==> src/rtl/softermax_run_sum_if.sv <==
// Beat/result handshake bundle for softermax_run_sum: input beats (vector + max + last)
// and the per-sequence (max, sum) result.
interface softermax_run_sum_if #(
    parameter int BW       = 8,
    parameter int VEC_SIZE = 5,
    parameter int SUM_W    = 16
);
    logic                 in_valid;
    logic                 in_ready;
    logic                 in_last;
    logic signed [BW-1:0] in_vec [VEC_SIZE-1:0];
    logic signed [BW-1:0] in_max;
    logic                 out_valid;
    logic                 out_ready;
    logic signed [BW-1:0] out_max;
    logic [SUM_W-1:0]     out_sum;

    modport master (
        output in_valid, in_last, in_vec, in_max, out_ready,
        input  in_ready, out_valid, out_max, out_sum
    );

    modport slave (
        input  in_valid, in_last, in_vec, in_max, out_ready,
        output in_ready, out_valid, out_max, out_sum
    );
endinterface

==> src/rtl/softermax_run_sum.sv <==
// Softermax running denominator: sum of 2^(x - m) with an integer-valued running max.
// Define SOFTERMAX_RUN_SUM_ROUND_EN for round-half-up right shifts (default truncates).
module softermax_run_sum #(
    parameter int BW       = 8,
    parameter int FW       = 2,
    parameter int VEC_SIZE = 5,
    parameter int SUM_W    = 16,
    parameter int SUM_FW   = 8
) (
    input logic                clk,
    input logic                rst,
    softermax_run_sum_if.slave bus
);
    localparam int LW  = SUM_W + $clog2(VEC_SIZE);
    localparam int SHW = BW + 1 - FW;
    localparam logic [SHW-1:0] SH_LIM = SHW'(SUM_W);
    // 2^(-k/4) in Q16; rescaled to SUM_FW with rounding (LUT assumes FW = 2)
    localparam logic [31:0] LUT_Q16 [4] = '{32'd65536, 32'd55109, 32'd46341, 32'd38968};

    function automatic logic [SUM_W-1:0] lut(input logic [FW-1:0] ef);
        logic [31:0] q;
        q = (LUT_Q16[ef] + (32'd1 << (15 - SUM_FW))) >> (16 - SUM_FW);
        return SUM_W'(q);
    endfunction

    function automatic logic [LW-1:0] shr(input logic [LW-1:0] v, input logic [SHW-1:0] sh);
`ifdef SOFTERMAX_RUN_SUM_ROUND_EN
        logic [LW:0] t;
        if (sh >= SH_LIM) return '0;
        if (sh == '0) return v;
        t = {1'b0, v} + ((LW+1)'(1) << (sh - 1'b1));
        return LW'(t >> sh);
`else
        if (sh >= SH_LIM) return '0;
        return v >> sh;
`endif
    endfunction

    logic                 advance;
    logic                 s1_valid;
    logic [LW-1:0]        s1_sum;
    logic signed [BW-1:0] s1_max;
    logic                 s1_last;
    logic signed [BW-1:0] run_max;
    logic [SUM_W-1:0]     run_sum;
    logic                 first;
    logic                 out_valid_r;
    logic signed [BW-1:0] out_max_r;
    logic [SUM_W-1:0]     out_sum_r;

    logic [LW-1:0]        beat_sum;
    logic signed [BW:0]   d;
    logic [BW:0]          e;

    logic signed [BW-1:0] new_max;
    logic [BW:0]          dr;
    logic [BW:0]          db;
    logic [SHW-1:0]       s_r;
    logic [SHW-1:0]       s_b;
    logic [LW:0]          total;
    logic signed [BW-1:0] merged_max;
    logic [SUM_W-1:0]     merged_sum;

    assign advance       = !(out_valid_r && !bus.out_ready);
    assign bus.in_ready  = advance;
    assign bus.out_valid = out_valid_r;
    assign bus.out_max   = out_max_r;
    assign bus.out_sum   = out_sum_r;

    always_comb begin
        beat_sum = '0;
        d        = '0;
        e        = '0;
        for (int i = 0; i < VEC_SIZE; i++) begin
            d = {bus.in_vec[i][BW-1], bus.in_vec[i]} - {bus.in_max[BW-1], bus.in_max};
            // elements above the supplied max are clipped to contribute 1.0
            if (!d[BW] && (d != '0)) d = '0;
            e = -d;
            beat_sum = beat_sum + shr(LW'(lut(e[FW-1:0])), SHW'(e >> FW));
        end
    end

    always_ff @(posedge clk) begin
        if (rst) begin
            s1_valid <= 1'b0;
            s1_sum   <= '0;
            s1_max   <= '0;
            s1_last  <= 1'b0;
        end else if (advance) begin
            s1_valid <= bus.in_valid;
            if (bus.in_valid) begin
                s1_sum  <= beat_sum;
                s1_max  <= bus.in_max;
                s1_last <= bus.in_last;
            end
        end
    end

    always_comb begin
        new_max    = (s1_max > run_max) ? s1_max : run_max;
        dr         = {new_max[BW-1], new_max} - {run_max[BW-1], run_max};
        db         = {new_max[BW-1], new_max} - {s1_max[BW-1], s1_max};
        s_r        = SHW'(dr >> FW);
        s_b        = SHW'(db >> FW);
        total      = '0;
        merged_max = s1_max;
        if (first) begin
            total = {1'b0, s1_sum};
        end else begin
            total      = {1'b0, shr(LW'(run_sum), s_r)} + {1'b0, shr(s1_sum, s_b)};
            merged_max = new_max;
        end
        merged_sum = (|total[LW:SUM_W]) ? '1 : total[SUM_W-1:0];
    end

    always_ff @(posedge clk) begin
        if (rst) begin
            run_max     <= '0;
            run_sum     <= '0;
            first       <= 1'b1;
            out_valid_r <= 1'b0;
            out_max_r   <= '0;
            out_sum_r   <= '0;
        end else if (advance) begin
            if (s1_valid) begin
                run_max <= merged_max;
                run_sum <= merged_sum;
                first   <= s1_last;
            end
            out_valid_r <= s1_valid && s1_last;
            if (s1_valid && s1_last) begin
                out_max_r <= merged_max;
                out_sum_r <= merged_sum;
            end
        end
    end
endmodule

==> src/flat_wrapper.sv <==
// flat-port wrapper written by rule: the top's interface ports become plain ports
module softermax_run_sum_flat 
#(
    parameter int BW       = 8,
    parameter int FW       = 2,
    parameter int VEC_SIZE = 5,
    parameter int SUM_W    = 16,
    parameter int SUM_FW   = 8
)
  (clk, rst, bus_in_valid, bus_in_last, bus_in_vec, bus_in_max, bus_out_ready, bus_in_ready, bus_out_valid, bus_out_max, bus_out_sum);
  softermax_run_sum_if #(.BW(BW), .VEC_SIZE(VEC_SIZE), .SUM_W(SUM_W)) bus_i ();
  input logic clk;
  input logic rst;
  input wire logic [$bits(bus_i.in_valid)-1:0] bus_in_valid;
  input wire logic [$bits(bus_i.in_last)-1:0] bus_in_last;
  input wire logic [$bits(bus_i.in_vec)-1:0] bus_in_vec;
  input wire logic [$bits(bus_i.in_max)-1:0] bus_in_max;
  input wire logic [$bits(bus_i.out_ready)-1:0] bus_out_ready;
  output wire logic [$bits(bus_i.in_ready)-1:0] bus_in_ready;
  output wire logic [$bits(bus_i.out_valid)-1:0] bus_out_valid;
  output wire logic [$bits(bus_i.out_max)-1:0] bus_out_max;
  output wire logic [$bits(bus_i.out_sum)-1:0] bus_out_sum;
  assign bus_i.in_valid = bus_in_valid;
  assign bus_i.in_last = bus_in_last;
  assign bus_i.in_vec = {>>{bus_in_vec}};
  assign bus_i.in_max = bus_in_max;
  assign bus_i.out_ready = bus_out_ready;
  assign bus_in_ready = bus_i.in_ready;
  assign bus_out_valid = bus_i.out_valid;
  assign bus_out_max = bus_i.out_max;
  assign bus_out_sum = bus_i.out_sum;
  softermax_run_sum #(.BW(BW), .FW(FW), .VEC_SIZE(VEC_SIZE), .SUM_W(SUM_W), .SUM_FW(SUM_FW)) u_core (.clk(clk), .rst(rst), .bus(bus_i));
endmodule
==> config.mk <==
export PLATFORM = sky130hd
export DESIGN_NAME = softermax_run_sum_flat
export DESIGN_NICKNAME = d
export VERILOG_FILES = /design/src/rtl/softermax_run_sum_if.sv /design/src/rtl/softermax_run_sum.sv /design/src/flat_wrapper.sv
export SDC_FILE = /design/constraint.sdc
export NUM_CORES = 1
export LEC_CHECK = 0
export CORE_UTILIZATION = 40
export DETAILED_ROUTE_END_ITERATION = 12
export HOLD_SLACK_MARGIN = 0.05
export PLACE_DENSITY = 0.59
export SLEW_MARGIN = 20
export SYNTH_ARGS = -nofsm -noshare
export SYNTH_HDL_FRONTEND = slang
export SYNTH_SLANG_ARGS = --single-unit
==> constraint.sdc <==
create_clock -name clk -period 10.7 [get_ports clk]
set_input_delay 1.07 -clock clk [delete_from_list [all_inputs] [get_ports clk]]
set_output_delay 1.07 -clock clk [all_outputs]
set_load 0.03 [all_outputs]
==> results.sh, run 1 <==
export IMPL_die_w_um=164.1
export IMPL_drive_gt1_frac=0.04499
export IMPL_fmax_mhz=117.8
export IMPL_num_vias=10570
export IMPL_yosysSeqAreaShare=0.1372
export IMPL_ys_warn_count=0
export IMPL_rsz0062_at_grt="false"
export IMPL_status="complete, no violations"
export IMPL_die_area_um2=26920
export IMPL_placed_cells=1781
export IMPL_finalHoldViolations=0
export IMPL_seqCellArea_um2=1441
export IMPL_syn_inst=1423
export IMPL_setup_tns_ns=0
export IMPL_cts_max_level=3
export IMPL_fill_cells=2539
export IMPL_post_cts_resized=0
export IMPL_slowest_delay_ns=0.79
export IMPL_crit_arrival_ns=8.68
export IMPL_rows=58
export IMPL_place_congestion=0.8849
export IMPL_pin_count=79
export IMPL_postSynthAreaPerCell_um2=7.383
export IMPL_grt_pass1_vias=9895
export IMPL_dr_pass1_iters=5
export IMPL_avgRoutedWirePerCell_um=17.03
export IMPL_end_kind="flop"
export IMPL_grt_overflow_total=0
export IMPL_grtUsageTotal=0.2321
export IMPL_clk_latency_ns=0.35
export IMPL_yosysMostFrequentCell="nand2_1"
export IMPL_drv_slew=0
export IMPL_peakVddDrop_mv=0.08678
export IMPL_ys_flop_type="dfxtp_1"
export IMPL_synth_seq_cells=72
export IMPL_diodes=0
export IMPL_slowest_stage="o41ai_1"
export IMPL_clock_path_buffers=2
export IMPL_final_antenna_net_count=0
export IMPL_synthTopCellsByCount="nand2_1, nor2_1, a21oi_1"
export IMPL_ys_types=87
export IMPL_maxSlewHeadroom=0.3495
export IMPL_fin_skew_ns=0.009554
export IMPL_synth_nets=1596
export IMPL_die_y_um=164.1
export IMPL_grt_max_degree=71
export IMPL_vias_per_cell=5.879
export IMPL_cp_start_kind="flop"
export IMPL_synth_edff_count=0
export IMPL_total_power_mw=1.557
export IMPL_cts_sinks=72
export IMPL_leakage_nw=4.773
export IMPL_yosys_area_top_type="dfxtp_1"
export IMPL_setup_viol=0
export IMPL_cts_buffers=9
export IMPL_grt_pass1_wl_um=50200
export IMPL_cts_root_buf="clkbuf_16"
export IMPL_dp_hpwl_um=23900
export IMPL_multi_input_area_um2=8507
export IMPL_drt_iter0_markers=801
export IMPL_portBuffers=78
export IMPL_syn_area_um2=10510
export IMPL_clkTransAtPathRegs_ns=0.06
export IMPL_hold_buffers=0
export IMPL_post_cts_buffers=0
export IMPL_finalCriticalPeriod_ns=8.490
export IMPL_syn2layout_area_growth_pct=12.80
export IMPL_final_cells=1797
export IMPL_start_util=0.4125
export IMPL_drc=0
export IMPL_routed_wl_um=30610
export IMPL_maxCapViolations=0
export IMPL_design_area_um2=11850
export IMPL_core_area_um2=25470
export IMPL_crit_type="reg2reg"
export IMPL_cts_tree="yes"
export IMPL_final_nets=1635
export IMPL_crit_required_ns=10.89
export IMPL_synth_top_area_frac=0.1372
export IMPL_antenna_found_initial=0
export IMPL_dpl_cell_area_um2=11520
export IMPL_critPathMaxFanout=14
export IMPL_worstMarginPinSlew_ns=0.9632
export IMPL_synthArstFlopShare=0
export IMPL_yosys_top_cells_area="dfxtp_1, ha_1, fa_1"
export IMPL_hp_class="reg2reg"
export IMPL_p_per_area_nw_per_um2=131.4
export IMPL_period_share=0.7934
cell type report:
cell class                      count  share of cell area
Clock buffer                        9             0.01900
Clock inverter                      7            0.008024
Inverter                           85             0.02692
Multi-Input combinational cell   1206              0.7178
Sequential cell                    72              0.1216
Tap cell                          330             0.03484
Timing Repair Buffer               88             0.07179
critical path: cells and delay by family, from the launching register on:
family,cells,cell delay (ns)
and+or+nand+nor,7,1.66
AOI/OAI and AO/OA,16,4.69
DFF,1,0.37
buffers and inverters,1,0.08
adders and majority gates,4,1.52
report_power, final:
group	internal (mW)	leakage [nW]	switching (mW)
Clock	0.205	0.156	0.128
Combinational	0.356	4.03	0.555
Sequential	0.287	0.586	0.0265
Total	0.847	4.77	0.710
worst paths after layout:
path	to	cells after the start	startpoint	slack [ns]
max	u_core.bus.out_sum[3]	28	u_core.run_max[1]	2.21
min	u_core.bus.out_sum[12]	2	u_core.bus.out_sum[12]	0.48
max reg2reg	u_core.bus.out_sum[3]	28	u_core.run_max[1]	2.21
min reg2reg	u_core.bus.out_sum[12]	2	u_core.bus.out_sum[12]	0.48
logic make-up after synthesis:
| group | after synthesis | synth area share |
|---|---|---|
| DFF | 72 | 0.1372 |
| buffers and inverters | 145 | 0.05383 |
| and+or+nand+nor | 512 | 0.2377 |
| AOI/OAI and AO/OA | 437 | 0.2800 |
| xor gates and xnor gates | 62 | 0.05169 |
| muxes | 75 | 0.07384 |
| adders and majority gates | 120 | 0.1658 |
routing by layer:
metal  wire length, µm  vias to the layer above  track usage
met5                 0                        -            0
met4               606                        0      0.06524
met3              1402                       39      0.02727
met2             13660                      297       0.3748
met1             14940                     4912       0.3230
li1                  -                     5317            -
registers in the layout, summed over array words and instances (netlist names):
signal / flops
u_core.run_max: 8
u_core.s1_valid: 1
u_core.first: 1
u_core.s1_last: 1
u_core.run_sum: 16
u_core.s1_max: 8
u_core.bus.out_valid: 1
u_core.bus.out_max: 8
u_core.bus.out_sum: 16
u_core.s1_sum: 12
per-stage QoR:
step / setup WS (ns) / hold slack, ns / util
6_report: 2.210 / 0.4750 / 0.4653
3_3_place_gp: 1.977 / 0.4673 / 0.4524
2_1_floorplan: 3.240 / 0.4453 / -
5_1_grt: 1.445 / 0.5139 / 0.4653
4_1_cts: 2.226 / 0.4782 / 0.4650
3_5_place_dp: 1.853 / 0.4655 / 0.4524
placed cells by master (no fill, tap or decap), types with 11 or more instances in the layout:
cell type / n
nor4_1: 16
a21o_1: 22
and2_1: 12
o21a_1: 16
inv_1: 82
ha_1: 88
nor3_1: 40
a31oi_1: 15
fa_1: 32
mux2i_1: 64
nand4_1: 11
o21ai_0: 83
dfxtp_1: 72
nand2b_1: 23
and3_1: 11
o211ai_1: 12
a211oi_1: 44
a21oi_1: 114
xnor2_1: 38
or3_1: 18
nor2_1: 132
nor2b_1: 31
xor2_1: 23
nand3_1: 33
clkdlybuf4s50_1: 77
nand2_1: 145
(Power assumes the default switching activity.)
==> run 2, diff against run 1 <==
- PLACE_DENSITY: 0.59 -> 0.61
- clock period: 10.7 -> 6.95 ns (I/O delays scaled with it)
==> results.sh, run 2 (synthesis gave the netlist of run 1 again) <==
export IMPL_cts_sinks=72
export IMPL_timing_rr_start="u_core.run_max[5]"
export IMPL_critPathBufInv=5
export IMPL_crit_start="u_core.run_max[5]"
export IMPL_layout_commonest_cell="buf_4"
export IMPL_slowest_stage="mux4_2"
export IMPL_fin_skew_ns=0.01307
export IMPL_hold_start="u_core.bus.out_sum[12]"
export IMPL_clkTransAtPathRegs_ns=0.07
export IMPL_fmax_mhz=150.5
export IMPL_cts_max_level=3
export IMPL_rows=58
export IMPL_hold_buffers=0
export IMPL_end_kind="flop"
export IMPL_seqPwrFrac=0.171
export IMPL_final_cell_mix="buf_4, nand2_1, nor2_1, a21oi_1, o21ai_0"
export IMPL_cts_tree="yes"
export IMPL_crit_type="reg2reg"
export IMPL_dr_pass1_iters=5
export IMPL_diodes=0
export IMPL_crit_arrival_ns=6.91
export IMPL_die_w_um=164.1
export IMPL_place_congestion=0.9848
export IMPL_cp_start_kind="flop"
export IMPL_critical_path_top_delay_family="compound AO/OA/AOI/OAI gates"
export IMPL_maxSlewHeadroom=0.4306
export IMPL_start_util=0.4125
export IMPL_dp_hpwl_um=26490
export IMPL_critPathMaxFanout=6
export IMPL_num_vias=11650
export IMPL_fill_cells=2364
export IMPL_core_area_um2=25470
export IMPL_avgRoutedWirePerCell_um=16.36
export IMPL_setup_tns_ns=0
export IMPL_final_antenna_net_count=0
export IMPL_antenna_found_initial=0
export IMPL_grt_max_degree=71
export IMPL_grt_pass1_vias=10890
export IMPL_worst_path_stages=33
export IMPL_drc=0
export IMPL_grt_overflow_total=0
export IMPL_crit_top_cell="buf_4"
export IMPL_clock_path_buffers=2
export IMPL_syn2layout_area_growth_pct=35.64
export IMPL_grt_pass1_wl_um=53970
export IMPL_period_share=0.9563
export IMPL_finalCriticalPeriod_ns=6.647
export IMPL_clk_latency_ns=0.35
export IMPL_die_area_um2=26920
export IMPL_die_y_um=164.1
export IMPL_portBuffers=78
export IMPL_cts_root_buf="clkbuf_16"
export IMPL_finalHoldViolations=0
export IMPL_power_share_clock=0.191
export IMPL_cellInternalPower_mw=1.587
export IMPL_grtUsageTotal=0.2487
export IMPL_drt_iter0_markers=774
export IMPL_slowest_delay_ns=0.51
export IMPL_peakVddDrop_mv=0.1584
export IMPL_total_power_mw=2.805
export IMPL_worstMarginPinSlew_ns=0.8540
export IMPL_pin_count=79
export IMPL_vias_per_cell=5.687
export IMPL_drv_slew=0
export IMPL_drive_gt1_frac=0.2299
export IMPL_p_per_area_nw_per_um2=196.8
export IMPL_hp_class="reg2reg"
export IMPL_seqCellArea_um2=1443
export IMPL_maxCapViolations=0
export IMPL_setup_viol=0
export IMPL_pwr_share_comb=0.638
export IMPL_p_sw_mw=1.218
export IMPL_crit_required_ns=7.21
export IMPL_final_nets=1886
export IMPL_cts_buffers=9
export IMPL_status="complete, no violations"
export IMPL_routed_wl_um=33510
export IMPL_min_path_cells=2
export IMPL_p_sw_frac=0.4342
export IMPL_worst_r2r_cell_count=33
export IMPL_multi_input_area_um2=8926
export IMPL_leakage_nw=6.127
[run 2: final cells by class]
type / instances / area share
multi-input cells: 1206 / 0.6263
repair buffers: 339 / 0.1969
flip-flops and latches: 72 / 0.1012
well taps: 330 / 0.02897
inverters: 85 / 0.02318
clock buffers: 9 / 0.01580
clock inverters: 7 / 0.007550
[run 2: what timing repair did]
action,4_1_cts,5_1_grt
pin swaps,8,40
setup endpoints to repair,35,39
resized for setup,16,84
setup buffers,1,11
[run 2: metrics by stage]
step                      worst slack, ns  instances  area (µm²)    util  hold WS [ns]
after floorplan                   0.02590       1423       10520       -        0.4453
after global placement            -0.5807       2020       13350  0.5242        0.4595
after detailed placement          -0.6719       2020       13350  0.5242        0.4679
after CTS                       0.0006439       2037       13750  0.5399        0.4810
after global routing             -0.07182       2048       14250  0.5595        0.5015
final                              0.3034       2048       14250  0.5595        0.4812
[run 2: routing by layer]
layer  wire (µm)  share of wire  global-route usage  vias up
met5           0              0                   0        -
met4         463          0.014             0.05219        0
met3        1557          0.046             0.02753       39
met2       15310           0.46              0.4089      261
met1       16170           0.48              0.3476     5515
li1            -              -                   -     5831
[run 2: worst paths after layout]
check,to,slack (ns)
setup reg to reg,u_core.run_sum[12],0.30
hold reg to reg,u_core.bus.out_sum[12],0.48
hold / removal,u_core.bus.out_sum[12],0.48
setup / recovery,u_core.run_sum[12],0.30
[run 2: power groups by stage]
| stage | Combinational [mW] | Sequential (mW) | Clock [mW] |
|---|---|---|---|
| CTS | 1.70 | 0.478 | 0.538 |
| global route | 1.97 | 0.483 | 0.554 |
| global placement | 1.66 | 0.487 | 0 |
| finish | 1.79 | 0.480 | 0.535 |
| detailed placement | 1.69 | 0.487 | 0 |
| floorplan | 1.08 | 0.480 | 0 |
[run 2: worst register-to-register path, delay by kind of cell (launching register included)]
family          cells  cell delay (ns)
compound gates     14             2.41
xor+xnor            1             0.26
fa+ha+maj           4             1.13
buf+inv             5             0.73
flops               1             0.34
mux                 1             0.51
simple gates        8             1.18
==> run 3, diff against run 2 <==
- CORE_MARGIN: not set -> 2
==> results.sh, run 3 (synthesis gave the netlist of run 1 again) <==
export IMPL_clock_path_buffers=2
export IMPL_final_cell_mix="buf_4, nand2_1, nor2_1, a21oi_1, ha_1"
export IMPL_cts_max_level=3
export IMPL_fin_hold_ws_ns=0.4837
export IMPL_p_per_area_nw_per_um2=194.7
export IMPL_place_congestion=0.9110
export IMPL_crit_type="in2reg"
export IMPL_num_vias=11520
export IMPL_grt_pass1_wl_um=53580
export IMPL_grt_overflow_total=0
export IMPL_drc=0
export IMPL_drt_iter0_markers=775
export IMPL_fill_cells=2489
export IMPL_period_share=0.9560
export IMPL_status="complete, no violations"
export IMPL_cts_root_buf="clkbuf_16"
export IMPL_hp_class="reg2reg"
export IMPL_dr_pass1_iters=5
export IMPL_die_w_um=166.1
export IMPL_r2r_end="u_core.bus.out_sum[14]"
export IMPL_grt_max_degree=71
export IMPL_final_cells=2038
export IMPL_final_nets=1871
export IMPL_critPathMaxFanout=3
export IMPL_maxSlewHeadroom=0.3231
export IMPL_setup_viol=0
export IMPL_crit_arrival_ns=6.92
export IMPL_crit_top_cell="a21o_1"
export IMPL_dp_hpwl_um=26510
export IMPL_drv_slew=0
export IMPL_seqCellArea_um2=1441
export IMPL_routed_wl_um=33010
export IMPL_start_util=0.4055
export IMPL_critPathBufInv=4
export IMPL_worst_path_stages=28
export IMPL_avgRoutedWirePerCell_um=16.20
export IMPL_setup_tns_ns=0
export IMPL_pin_count=79
export IMPL_cts_sinks=72
export IMPL_worstMarginPinSlew_ns=1.014
export IMPL_seqPwrFrac=0.178
export IMPL_cellInternalPower_mw=1.538
export IMPL_ff2ff_setup_slack_ns=0.33
export IMPL_antenna_found_initial=0
export IMPL_diodes=0
export IMPL_vias_per_cell=5.652
export IMPL_final_antenna_net_count=0
export IMPL_cp_start_kind="primary input"
export IMPL_timing_rr_start="u_core.run_max[7]"
export IMPL_core_area_um2=25910
export IMPL_end_kind="flop"
export IMPL_fmax_mhz=150.5
export IMPL_power_share_clock=0.180
export IMPL_grt_pass1_vias=11030
export IMPL_drive_gt1_frac=0.2126
export IMPL_crit_start="bus_in_vec[25]"
export IMPL_clkTransAtPathRegs_ns=0.06
export IMPL_clk_latency_ns=0.35
export IMPL_finalHoldViolations=0
export IMPL_leakage_nw=6.005
export IMPL_portBuffers=78
export IMPL_die_area_um2=27580
export IMPL_placed_cells=2010
export IMPL_finalCriticalPeriod_ns=6.644
export IMPL_syn2layout_area_growth_pct=32.99
export IMPL_p_sw_mw=1.182
export IMPL_cp_endpoint="u_core.s1_sum[9]"
export IMPL_rows=59
export IMPL_total_power_mw=2.720
export IMPL_peakVddDrop_mv=0.1140
export IMPL_pwr_share_comb=0.642
export IMPL_slowest_stage="or4_1"
export IMPL_crit_required_ns=7.23
export IMPL_final_core_util=0.5392
export IMPL_worst_r2r_cell_count=31
export IMPL_grtUsageTotal=0.2311
export IMPL_maxCapViolations=0
export IMPL_die_y_um=166.1
export IMPL_fin_skew_ns=0.008742
export IMPL_cts_tree="yes"
export IMPL_layout_commonest_cell="buf_4"
export IMPL_multi_input_area_um2=8803
export IMPL_p_sw_frac=0.4346
export IMPL_slowest_delay_ns=0.53
export IMPL_critical_path_top_delay_family="compound AO/OA/AOI/OAI gates"
export IMPL_cts_buffers=9
export IMPL_hold_buffers=0
[run 3: layout make-up]
class / instances / share of cell area
timing repair buffer: 324 / 0.1912
sequential: 72 / 0.1032
inverter: 85 / 0.02328
clock inverter: 6 / 0.005194
tap: 335 / 0.03000
clock buffer: 10 / 0.01710
multi-input combinational: 1206 / 0.6301
[run 3: through the flow]
| step | setup slack [ns] | area [µm²] |
|---|---|---|
| 2_1_floorplan | 0.02590 | 10520 |
| 5_1_grt | -0.07845 | 13970 |
| 6_report | 0.3059 | 13970 |
| 4_1_cts | -0.001688 | 13630 |
| 3_3_place_gp | -0.5124 | 13250 |
| 3_5_place_dp | -0.6793 | 13250 |
[run 3: tightest hold or removal path, cell delays in order, from the launching register on]
cell	delay, ns
dfxtp_1	0.32
nand3_1	0.06
o31ai_1	0.05
[run 3: routing by layer]
layer,part of all wire,vias to the layer above,routed length [µm],global-route usage
met5,0,-,0,0
met4,0.024,0,789,0.07032
met3,0.036,53,1203,0.02383
met2,0.49,240,16120,0.4075
met1,0.45,5453,14900,0.2975
li1,-,5772,-,-
[run 3: power groups by stage]
stage / Sequential, mW / Combinational (mW) / Clock, mW
after floorplan: 0.480 / 1.08 / 0
after global placement: 0.491 / 1.64 / 0
after detailed placement: 0.492 / 1.66 / 0
after CTS: 0.483 / 1.68 / 0.498
after global routing: 0.487 / 1.92 / 0.514
final: 0.484 / 1.75 / 0.490
[run 3: worst min path at each step]
| stage | slack, ns | start | endpoint | cells past startpoint |
|---|---|---|---|---|
| floorplan | 0.45 | u_core.s1_last | u_core.s1_last | 2 |
| global placement | 0.47 | u_core.s1_last | u_core.s1_last | 2 |
| detailed placement | 0.47 | u_core.s1_last | u_core.s1_last | 2 |
| CTS | 0.48 | u_core.s1_last | u_core.s1_last | 2 |
| global route | 0.51 | u_core.s1_last | u_core.s1_last | 2 |
| finish | 0.48 | u_core.bus.out_sum[12] | u_core.bus.out_sum[12] | 2 |
[run 3: timing repair]
item | CTS | global route
gates resized for setup | 18 | 72
pin swaps | 6 | 43
setup buffers | 0 | 12
setup endpoints to repair | 5 | 38
